<file path="src/rtl/cdb_arbiter.sv">
// cdb_arbiter: shares one common data bus (CDB) among FU_COUNT functional units.
// Each FU owns a one-entry holding buffer. A round-robin search over the valid
// buffers, starting at rr_ptr, picks one buffer per cycle. The winner's fields
// are registered onto the CDB.
//
// Ports:
//   clk          single clock; all state updates on its rising edge
//   rst          synchronous active-low reset
//   fu_valid     per-FU result-present flags
//   fu_vals      per-FU result values
//   fu_tags      per-FU destination physical-register tags
//   fu_robids    per-FU ROB ids
//   fu_ready     per-FU accept strobe; a result is taken when fu_valid & fu_ready
//   cdbval       broadcast value (registered)
//   cdbid        broadcast tag (registered)
//   cdbrobid     broadcast ROB id (registered)
//   cdbtransmit  the CDB fields are valid this cycle
//   grant_fu     index of the FU whose result is on the CDB
module cdb_arbiter #(
  parameter int unsigned FU_COUNT = 8,
  parameter int unsigned DATA_W   = 8,
  parameter int unsigned TAG_W    = 4,
  localparam int unsigned PTR_W   = (FU_COUNT > 1) ? $clog2(FU_COUNT) : 1
) (
  input  logic                               clk,
  input  logic                               rst,
  input  logic [FU_COUNT-1:0]                fu_valid,
  input  logic [FU_COUNT-1:0][DATA_W-1:0]    fu_vals,
  input  logic [FU_COUNT-1:0][TAG_W-1:0]     fu_tags,
  input  logic [FU_COUNT-1:0][TAG_W-1:0]     fu_robids,
  output logic [FU_COUNT-1:0]                fu_ready,
  output logic [DATA_W-1:0]                  cdbval,
  output logic [TAG_W-1:0]                   cdbid,
  output logic [TAG_W-1:0]                   cdbrobid,
  output logic                               cdbtransmit,
  output logic [PTR_W-1:0]                   grant_fu
);

  // Holding buffers
  logic [FU_COUNT-1:0]             hold_valid_q;
  logic [FU_COUNT-1:0][DATA_W-1:0] hold_val_q;
  logic [FU_COUNT-1:0][TAG_W-1:0]  hold_tag_q;
  logic [FU_COUNT-1:0][TAG_W-1:0]  hold_rob_q;

  logic [PTR_W-1:0] rr_ptr_q;

  // Arbitration results for the current cycle
  logic                grant_any;
  logic [PTR_W-1:0]    grant_idx;
  logic [FU_COUNT-1:0] grant_vec;
  logic [FU_COUNT-1:0] accept;

  int unsigned         pos;
  logic [PTR_W-1:0]    cand;

  // Round-robin search: the first valid buffer at or after rr_ptr, wrapping to 0.
  always_comb begin
    grant_any = 1'b0;
    grant_idx = '0;
    pos       = 0;
    cand      = '0;
    for (int unsigned k = 0; k < FU_COUNT; k++) begin
      pos  = (int'(rr_ptr_q) + k) % FU_COUNT;
      cand = PTR_W'(pos);
      if (!grant_any && hold_valid_q[cand]) begin
        grant_any = 1'b1;
        grant_idx = cand;
      end
    end
  end

  always_comb begin
    grant_vec = '0;
    if (grant_any) begin
      grant_vec[grant_idx] = 1'b1;
    end
  end

  // A granted buffer drains this edge, so it can take a new result at the same time.
  // This lets a single FU sustain one result per cycle.
  assign fu_ready = rst ? (~hold_valid_q | grant_vec) : '0;
  assign accept   = fu_valid & fu_ready;

  always_ff @(posedge clk) begin
    if (!rst) begin
      hold_valid_q <= '0;
      hold_val_q   <= '0;
      hold_tag_q   <= '0;
      hold_rob_q   <= '0;
      rr_ptr_q     <= '0;
      cdbval       <= '0;
      cdbid        <= '0;
      cdbrobid     <= '0;
      cdbtransmit  <= 1'b0;
      grant_fu     <= '0;
    end else begin
      for (int i = 0; i < FU_COUNT; i++) begin
        if (accept[i]) begin
          hold_valid_q[i] <= 1'b1;
          hold_val_q[i]   <= fu_vals[i];
          hold_tag_q[i]   <= fu_tags[i];
          hold_rob_q[i]   <= fu_robids[i];
        end else if (grant_vec[i]) begin
          hold_valid_q[i] <= 1'b0;
        end
      end

      if (grant_any) begin
        cdbval      <= hold_val_q[grant_idx];
        cdbid       <= hold_tag_q[grant_idx];
        cdbrobid    <= hold_rob_q[grant_idx];
        grant_fu    <= grant_idx;
        cdbtransmit <= 1'b1;
        rr_ptr_q    <= (grant_idx == PTR_W'(FU_COUNT - 1)) ? '0 : grant_idx + PTR_W'(1);
      end else begin
        // The CDB fields keep their previous values; only the valid flag drops.
        cdbtransmit <= 1'b0;
      end
    end
  end

endmodule

</file>
<file path="config.mk">
export PLATFORM = sky130hd
export DESIGN_NAME = cdb_arbiter
export DESIGN_NICKNAME = d
export VERILOG_FILES = /design/src/rtl/cdb_arbiter.sv
export SDC_FILE = /design/constraint.sdc
export NUM_CORES = 1
export LEC_CHECK = 0
export ABC_AREA = 1
export CORE_MARGIN = 2
export CORE_UTILIZATION = 58
export CTS_CLUSTER_DIAMETER = 30
export DETAILED_ROUTE_END_ITERATION = 10
export PLACE_DENSITY = 0.94
export SYNTH_ARGS = -nofsm -noshare
export SYNTH_HDL_FRONTEND = slang
export SYNTH_SLANG_ARGS = --single-unit
</file>
<file path="constraint.sdc">
create_clock -name clk -period 9.8 [get_ports clk]
set_input_delay 2.94 -clock clk [delete_from_list [all_inputs] [get_ports clk]]
set_output_delay 2.94 -clock clk [all_outputs]
set_load 0.01 [all_outputs]
</file>
### Word-level counts from Yosys, hierarchy flattened

Index checks and enable logic that the tools add are counted.

| storage, ports and cells | value |
|---|---|
| register bits | 159 |
| input port bits | 138 |
| output and inout port bits | 28 |
| word-level logic and storage cells | 143 |

| operators by class | value |
|---|---|
| $add $sub $neg | 8 |
| magnitude comparators | 10 |
| equality and inequality tests | 1 |
| mux-type cells | 60 |
| bitwise operators | 3 |
| reductions and logical operators | 23 |

Operator list:

| kind | number |
|---|---|
| 3-bit by 4-bit < comparator with 1-bit output, second input constant | 9 |
| 1-bit 2-to-1 mux | 34 |
| 3-bit 2-to-1 mux | 9 |
| 1-bit binary-select mux with 3-bit select | 8 |
| 4-bit binary-select mux with 3-bit select | 2 |
| 8-bit binary-select mux with 3-bit select | 1 |
| 8-bit 2-to-1 mux | 3 |
| 2-bit nonzero test | 8 |
| 3-bit adder, second input constant | 4 |
| 8-bit AND | 1 |
| 1-bit logical AND | 8 |
| 4-bit 2-to-1 mux | 2 |
| 8-bit NOT | 1 |
| 8-bit bitwise OR | 1 |
| 1-bit zero test | 7 |
| 3-bit by 1-bit adder with 3-bit output, second input constant | 2 |
| 3-bit by 2-bit adder with 3-bit output, second input constant | 2 |
| 1-bit demux with 3-bit select | 1 |
| 3-bit equality test, second input constant | 1 |
| 3-bit by 1-bit greater-or-equal comparator with 1-bit output, second input constant | 1 |

### Logic depth before layout (Yosys ltp)

Gate-level depths: netlist of run 1.

| logic depth | value |
|---|---|
| word-level depth | 33 |
| mapped depth | 23 |

### Worst setup path before layout of run 1

OpenSTA, ideal clock, no wires.

| timing | value |
|---|---|
| path type | input to output |
| start | in rst |
| end | out fu_ready[0] |
| arrival time | 4123 ps |
| slack | 2737 ps |
| cell stages on the path | 5 |
| buffers on the path | 3 |
| path through | buf_2 -> buf_2 -> clkinv_1 -> clkbuf_1 -> a21oi_1 |

| between the ends | value |
|---|---|
| cells in the longest elaborated chain, start to end | 1 |

Ends and longest elaborated chain:

| item | line | text |
|---|---|---|
| from (decl) | 26 | `input logic rst,` |
| 8-bit 2-to-1 mux | 81 | `assign fu_ready = rst ? (~hold_valid_q \| grant_vec) : '0;` |
| to (decl) | 31 | `output logic [FU_COUNT-1:0] fu_ready,` |

No other way between the ends.

### Worst setup path in the final report of run 1

| timing | value |
|---|---|
| start | reg rr_ptr_q[1] |
| end | out fu_ready[5] |

| between the ends | value |
|---|---|
| cells in the longest elaborated chain, start to end | 31 |

Ends and longest elaborated chain:

| item | line | text |
|---|---|---|
| from (decl) | 45 | `logic [PTR_W-1:0] rr_ptr_q;` |
| from (signal assigned) | 114 | `rr_ptr_q <= (grant_idx == PTR_W'(FU_COUNT - 1)) ? '0 : grant_idx + PTR_W'(1);` |
| branches (longest 28 deep; another with 3-bit by 1-bit adder with 3-bit output) | n/a |  |
| 8-bit 2-to-1 mux * | 74 | `if (grant_any) begin` |
| 8-bit bitwise OR * | 81 |  |
| 8-bit 2-to-1 mux * | 81 |  |

Mark *: on every way between the ends. The select of a mux whose other input is x is not followed.

==> impl_metrics.yaml, run 1 <==
drt:
  detail_route.wirelength_mm: 27.4
  drt-wirelength-per-cell_um: 15.4
  viasPerCell: 5.42
  detail_route.first_pass.iterations: 6
  remaining_drc_errors: 0
  final_antenna_net_count: 0
  drtIter0Drc: 993
  via_count: 9622
setup_path:
  crit_fanout: 50
  crit_path_start_kind: "register"
  path_buf_inv: 6
  critical-path-max-stage-delay_ns: 0.58
  critPathKind: "register to output pin"
  crit_path_cell_trace: "clkinv_2 > ha_1 > inv_1 > nand3_1 > nand2_1 > nand2_1 > nand2_1 > nand4_4 > nor2_4 > nand3_1 > nand3_2 > buf_4 > nand2_4 > inv_2 > buf_4 > nand2_2 > a21oi_1 > clkdlybuf4s50_1"
  slowest_stage: "dfxtp_1"
  worstPathRequired_ns: 6.86
  critical_path.top_delay_family: "buffers and inverters"
  timing.critical_path.arrival_ns: 5.22
  worstSetupEndpointType: "output pin"
  worst_path_most_repeated_cell: "nand2_1"
logic_synthesis:
  synth_top_cell_area_share_pct: 34.9
  ys_ff_latch: 159
  syn_avg_cell_area_um2: 6.27
  async_flop_share_pct: 0
  mappedNetlistNets: 1596
  yosys_warnings: 0
  synth_top_flop_cell: "dfxtp_1"
  post_synth_inst_count: 1455
  ys_types: 38
  post_synth_top_cells: "665 x nand2_1, 159 x dfxtp_1, 159 x inv_1, 133 x nand4_1, 96 x nand3_1"
  synth_sequential_area_ratio_pct: 34.9
  synth_edf_count: 0
  yosysTopAreaCell: "dfxtp_1"
  netlist_top_cells_area: "dfxtp_1 35%, nand2_1 27%, nand4_1 9.1%"
  synth.cell_area_mm2: 0.00912
  synthMostInstantiatedCell: "nand2_1"
timing:
  finalHoldWorstSlack_ns: 0.511
  timing.final.hold_violations: 0
  unrepaired_setup_endpoints_after_global_routing: "no"
  post-route-worst-setup-slack_ns: 1.64
  max_clock_freq_mhz: 123
  min_period_over_period_pct: 83.3
  tightest_slew_ns: 1.01
  fin_tns_setup_ns: 0
  maxSlewViolCount: 0
  final_period_minus_worst_setup_slack_ns: 8.16
  maxSlewHeadroom_pct: 32.4
  finalSetupViolations: 0
  clock_skew_ns: 0.00739
power:
  static-leakage-power_nw: 6.21
  power-per-cell-area_mw_per_mm2: 335
  power_w: 0.00375
  vdd_ir_drop_max_mv: 0.237
floorplan:
  boundaryPins: 166
  die_area_mm2: 0.0167
  rows: 45
  floorplan.die.width_um: 129
  fp.coreArea_mm2: 0.0153
  chipHeight_um: 129
  initial_core_util_pct: 59.8
finish:
  antenna_cells: 0
  final_layout_size_suffix_gt1_share_pct: 5.75
  fin_cells: 1775
  fin_nets: 1693
  flow.area_growth_from_synthesis_pct: 22.7
global_routing:
  grt_util_all_layers_pct: 33.0
  grt_first_pass_wirelength_mm: 43.4
  first_global_vias: 8727
  grt_start_max_net_pins: 103
  grt.overflow.total: 0
  antenna_violations_before_repair: 0
cts:
  clk_pin_slew_worst_paths_ns: 0.07
  cts_buffers: 17
  htreeDepth: 4
  post_cts_hold_buffer_count: 0
  cts_tree: "yes"
  insertion_delay_ns: 0.44
  cts.repair.resized: 0
  cts_post_setup_buffers_inserted: 0
  cts_max_path_buffers: 2
  cts-root-buf: "clkbuf_16"
  clock_sink_count: 159
flow_run:
  max_cap_viol_count: 0
hold_path:
  hold_class: "register to register"
placement:
  detailedPlace.worstSlack_ns: 1.89
  placed_cells_incl_taps: 1744
  gp_congestion: 0.931
  port_buffers: 165
  dpl.hpwl_mm: 19.5
status:
  status: "completed"
==> area by class of cell <==
type,instances,area (um^2)
clock inverters,12,128
inverters,166,624
fillers,1222,4060
flip-flops and latches,159,3180
well taps,211,264
repair buffers,172,1710
multi-input cells,1036,4840
clock buffers,19,453
==> layer usage <==
layer / share of wire (%) / track usage (%) / wire (um) / up-vias
met5: 0 / 0 / 0 / -
met4: 3.2 / 12.6 / 879 / 0
met3: 7.8 / 5.41 / 2130 / 64
met2: 47 / 54.0 / 12700 / 435
met1: 42 / 44.0 / 11600 / 4347
li1: - / - / - / 4776
==> through the flow <==
| stage | util [%] | cell area, um^2 |
|---|---|---|
| finish | 73.4 | 11200 |
| global route | 73.4 | 11200 |
| detailed placement | 69.6 | 10600 |
| floorplan | - | 9120 |
| CTS | 73.4 | 11200 |
| global placement | 69.6 | 10600 |
==> worst min-delay path, cell delays in order (launching register included) <==
cell and delay, ns:
dfxtp_1 0.34, o211ai_1 0.10, inv_1 0.05
==> kinds of logic (layout without fill, tap and decap cells) <==
family / Yosys count / after routing / share of synthesized area (%)
AOI/OAI and AO/OA: 45 / 45 / 2.87
xor gates and xnor gates: 4 / 4 / 0.466
adders and majority gates: 3 / 3 / 0.412
buffers and inverters: 260 / 369 / 12.1
DFF: 159 / 159 / 34.9
and+or+nand+nor: 984 / 984 / 49.3
==> path summary, 6_finish.rpt <==
kind          startpoint        endpoint  slack, ns  cells past startpoint
max          rr_ptr_q[1]     fu_ready[5]       1.64                     18
min          grant_fu[1]     grant_fu[1]       0.51                      2
max reg2reg  rr_ptr_q[1]  hold_val_q[14]       4.99                     20
min reg2reg  grant_fu[1]     grant_fu[1]       0.51                      2
==> power breakdown <==
group	internal, W	leakage [nW]	total, W	switching, W
logic	0.000616	4.63	0.00220	0.00159
clock network	0.000368	0.274	0.000659	0.000291
registers	0.000784	1.31	0.000887	0.000103
==> flip-flops by register name, summed over array words and instances (netlist names) <==
signal,count
hold_tag_q,32
cdbtransmit,1
hold_valid_q,8
hold_rob_q,32
cdbid,4
cdbrobid,4
hold_val_q,64
cdbval,8
grant_fu,3
rr_ptr_q,3
==> cells in the final DEF (no fill, tap or decap), types with 11 or more instances in the layout <==
| master | n |
|---|---|
| o21ai_0 | 11 |
| inv_1 | 159 |
| clkbuf_16 | 17 |
| nand2_1 | 665 |
| nand3_1 | 96 |
| nand4_1 | 133 |
| clkdlybuf4s50_1 | 164 |
| a21oi_1 | 18 |
| nor2_1 | 47 |
| dfxtp_1 | 159 |
Power figures use the tool's default switching activity.
==> inputs of run 2 (changes only) <==
Settings changed: CORE_UTILIZATION 58 to 48, PLACE_DENSITY 0.94 to 0.84.
Clock period 9.8 ns to 7.04 ns, I/O delays scaled along.
==> impl_metrics.yaml, run 2 (synthesized netlist as in run 1, its figures left out) <==
timing:
  fin_tns_setup_ns: 0
  clock_skew_ns: 0.0110
  maxSlewViolCount: 0
  unrepaired_setup_endpoints_after_global_routing: "no"
  tightest_slew_ns: 0.932
  min_period_over_period_pct: 93.7
  max_clock_freq_mhz: 152
  finalSetupViolations: 0
  final_period_minus_worst_setup_slack_ns: 6.59
  timing.final.hold_violations: 0
  maxSlewHeadroom_pct: 37.9
  finalHoldWorstSlack_ns: 0.516
finish:
  largest_registers_in_the_final_layout: "hold_val_q x64, hold_rob_q x32, hold_tag_q x32"
  most_used_cells_in_the_layout_excluding_fill_and_tap_cells: "665 x nand2_1, 164 x clkdlybuf4s50_1, 159 x inv_1"
  largest_reg_flops: 64
  largest_reg_by_ff_count: "hold_val_q"
  antenna_cells: 0
  final_layout_size_suffix_gt1_share_pct: 5.93
  final_common_cell: "nand2_1"
  area_taken_by_multi_input_logic_gates_mm2: 0.00484
  fin_nets: 1695
  finish.instance_area_mm2: 0.0113
  seqCellArea_mm2: 0.00318
  flow.area_growth_from_synthesis_pct: 23.8
  final.fill_count: 1713
cts:
  htreeDepth: 4
  cts_buffers: 17
  cts_tree: "yes"
  clk_pin_slew_worst_paths_ns: 0.06
  cts-root-buf: "clkbuf_16"
  clock_sink_count: 159
  cts_max_path_buffers: 2
  post_cts_hold_buffer_count: 0
  insertion_delay_ns: 0.44
setup_path:
  rr_startpoint: "rr_ptr_q[1]"
  timing.critical_path.arrival_ns: 4.48
  crit_fanout: 35
  crit_path_start_kind: "register"
  critPathKind: "register to output pin"
  crit_path_cell_trace: "clkinv_2 > ha_1 > inv_1 > nand3_1 > nand3_1 > nand2_2 > nor2_8 > nand4_1 > nand2_1 > nand3b_2 > nand2_8 > inv_2 > o21ai_4 > buf_4 > inv_1 > nor2_1 > clkdlybuf4s50_1"
  slowest_stage: "clkdlybuf4s50_1"
  worstSetupEndpointType: "output pin"
  worstPathRequired_ns: 4.93
  critical-path-max-stage-delay_ns: 0.58
  critical_path.startpoint: "rr_ptr_q[1]"
hold_path:
  hold_class: "register to register"
  worst_min_delay_path_startpoint: "cdbval[1]"
flow_run:
  max_cap_viol_count: 0
power:
  power-per-cell-area_mw_per_mm2: 462
  static-leakage-power_nw: 6.25
  vdd_ir_drop_max_mv: 0.370
floorplan:
  fp.coreArea_mm2: 0.0187
  boundaryPins: 166
  chipHeight_um: 142
  rows: 50
  floorplan.die.width_um: 142
  die_area_mm2: 0.0201
  initial_core_util_pct: 48.8
global_routing:
  grt_first_pass_wirelength_mm: 42.6
  antenna_violations_before_repair: 0
  first_global_vias: 8674
  grt_util_all_layers_pct: 26.5
  grt_start_max_net_pins: 97
  grt.overflow.total: 0
drt:
  via_count: 9395
  final_antenna_net_count: 0
  detail_route.wirelength_mm: 26.5
  drt-wirelength-per-cell_um: 14.7
  remaining_drc_errors: 0
  drtIter0Drc: 754
  detail_route.first_pass.iterations: 7
  viasPerCell: 5.22
placement:
  postPlaceCellArea_mm2: 0.0107
  port_buffers: 165
  gp_congestion: 0.947
  dpl.hpwl_mm: 19.4
status:
  status: "completed"
[run 2: cell type report]
cell class	count	area share [%]
clock buffers	21	4.17
clock inverters	11	1.36
inverters	166	5.53
multi-input cells	1036	42.9
flip-flops and latches	159	28.2
well taps	234	2.59
repair buffers	174	15.3
[run 2: layer usage]
layer / GRT usage [%] / share of wire, % / routed length (um)
met1: 35.3 / 44 / 11600
met2: 44.4 / 47 / 12400
met3: 3.54 / 6.2 / 1640
met4: 8.95 / 3.0 / 795
met5: 0 / 0 / 0
[run 2: critical path, delay by kind of cell, from the launching register on]
family,cells,cell delay [ns]
buffers and inverters,6,1.54
and+or+nand+nor,9,1.40
adders and majority gates,1,0.46
DFF,1,0.44
AOI/OAI and AO/OA,1,0.20
[run 2: repair_timing]
| action | in CTS | in global routing |
|---|---|---|
| gates resized for setup | 0 | 2 |
| endpoints found under the setup margin | 0 | 4 |
| endpoints found under the hold margin | 0 | 0 |
| buffers inserted | 0 | 0 |
[run 2: final timing paths]
| path | endpoint | slack, ns | cells past startpoint |
|---|---|---|---|
| min reg2reg | cdbval[1] | 0.52 | 2 |
| max reg2reg | hold_tag_q[31] | 3.12 | 18 |
| max | fu_ready[6] | 0.45 | 17 |
| min | cdbval[1] | 0.52 | 2 |
[run 2: metrics by stage]
stage	utilization (%)	cells	total power (W)	setup slack (ns)
6_report	60.4	1801	0.00522	0.445
5_1_grt	60.4	1801	0.00559	0.139
4_1_cts	60.3	1801	0.00516	0.254
3_5_place_dp	57.0	1769	0.00419	0.716
3_3_place_gp	57.0	1769	0.00415	0.767
2_1_floorplan	-	1455	0.00353	1.63
[run 2: where the power goes]
part           internal, W  total [W]  switching [W]
clock             0.000589   0.000971       0.000382
sequential         0.00109    0.00123       0.000136
combinational     0.000860    0.00302        0.00216
total              0.00254    0.00522        0.00268
==> inputs of run 3 (changes only) <==
Settings changed: SLEW_MARGIN set to 5.
==> results of run 3 <==
Same layout as run 2: the final DEF is identical, and so are final timing and power.
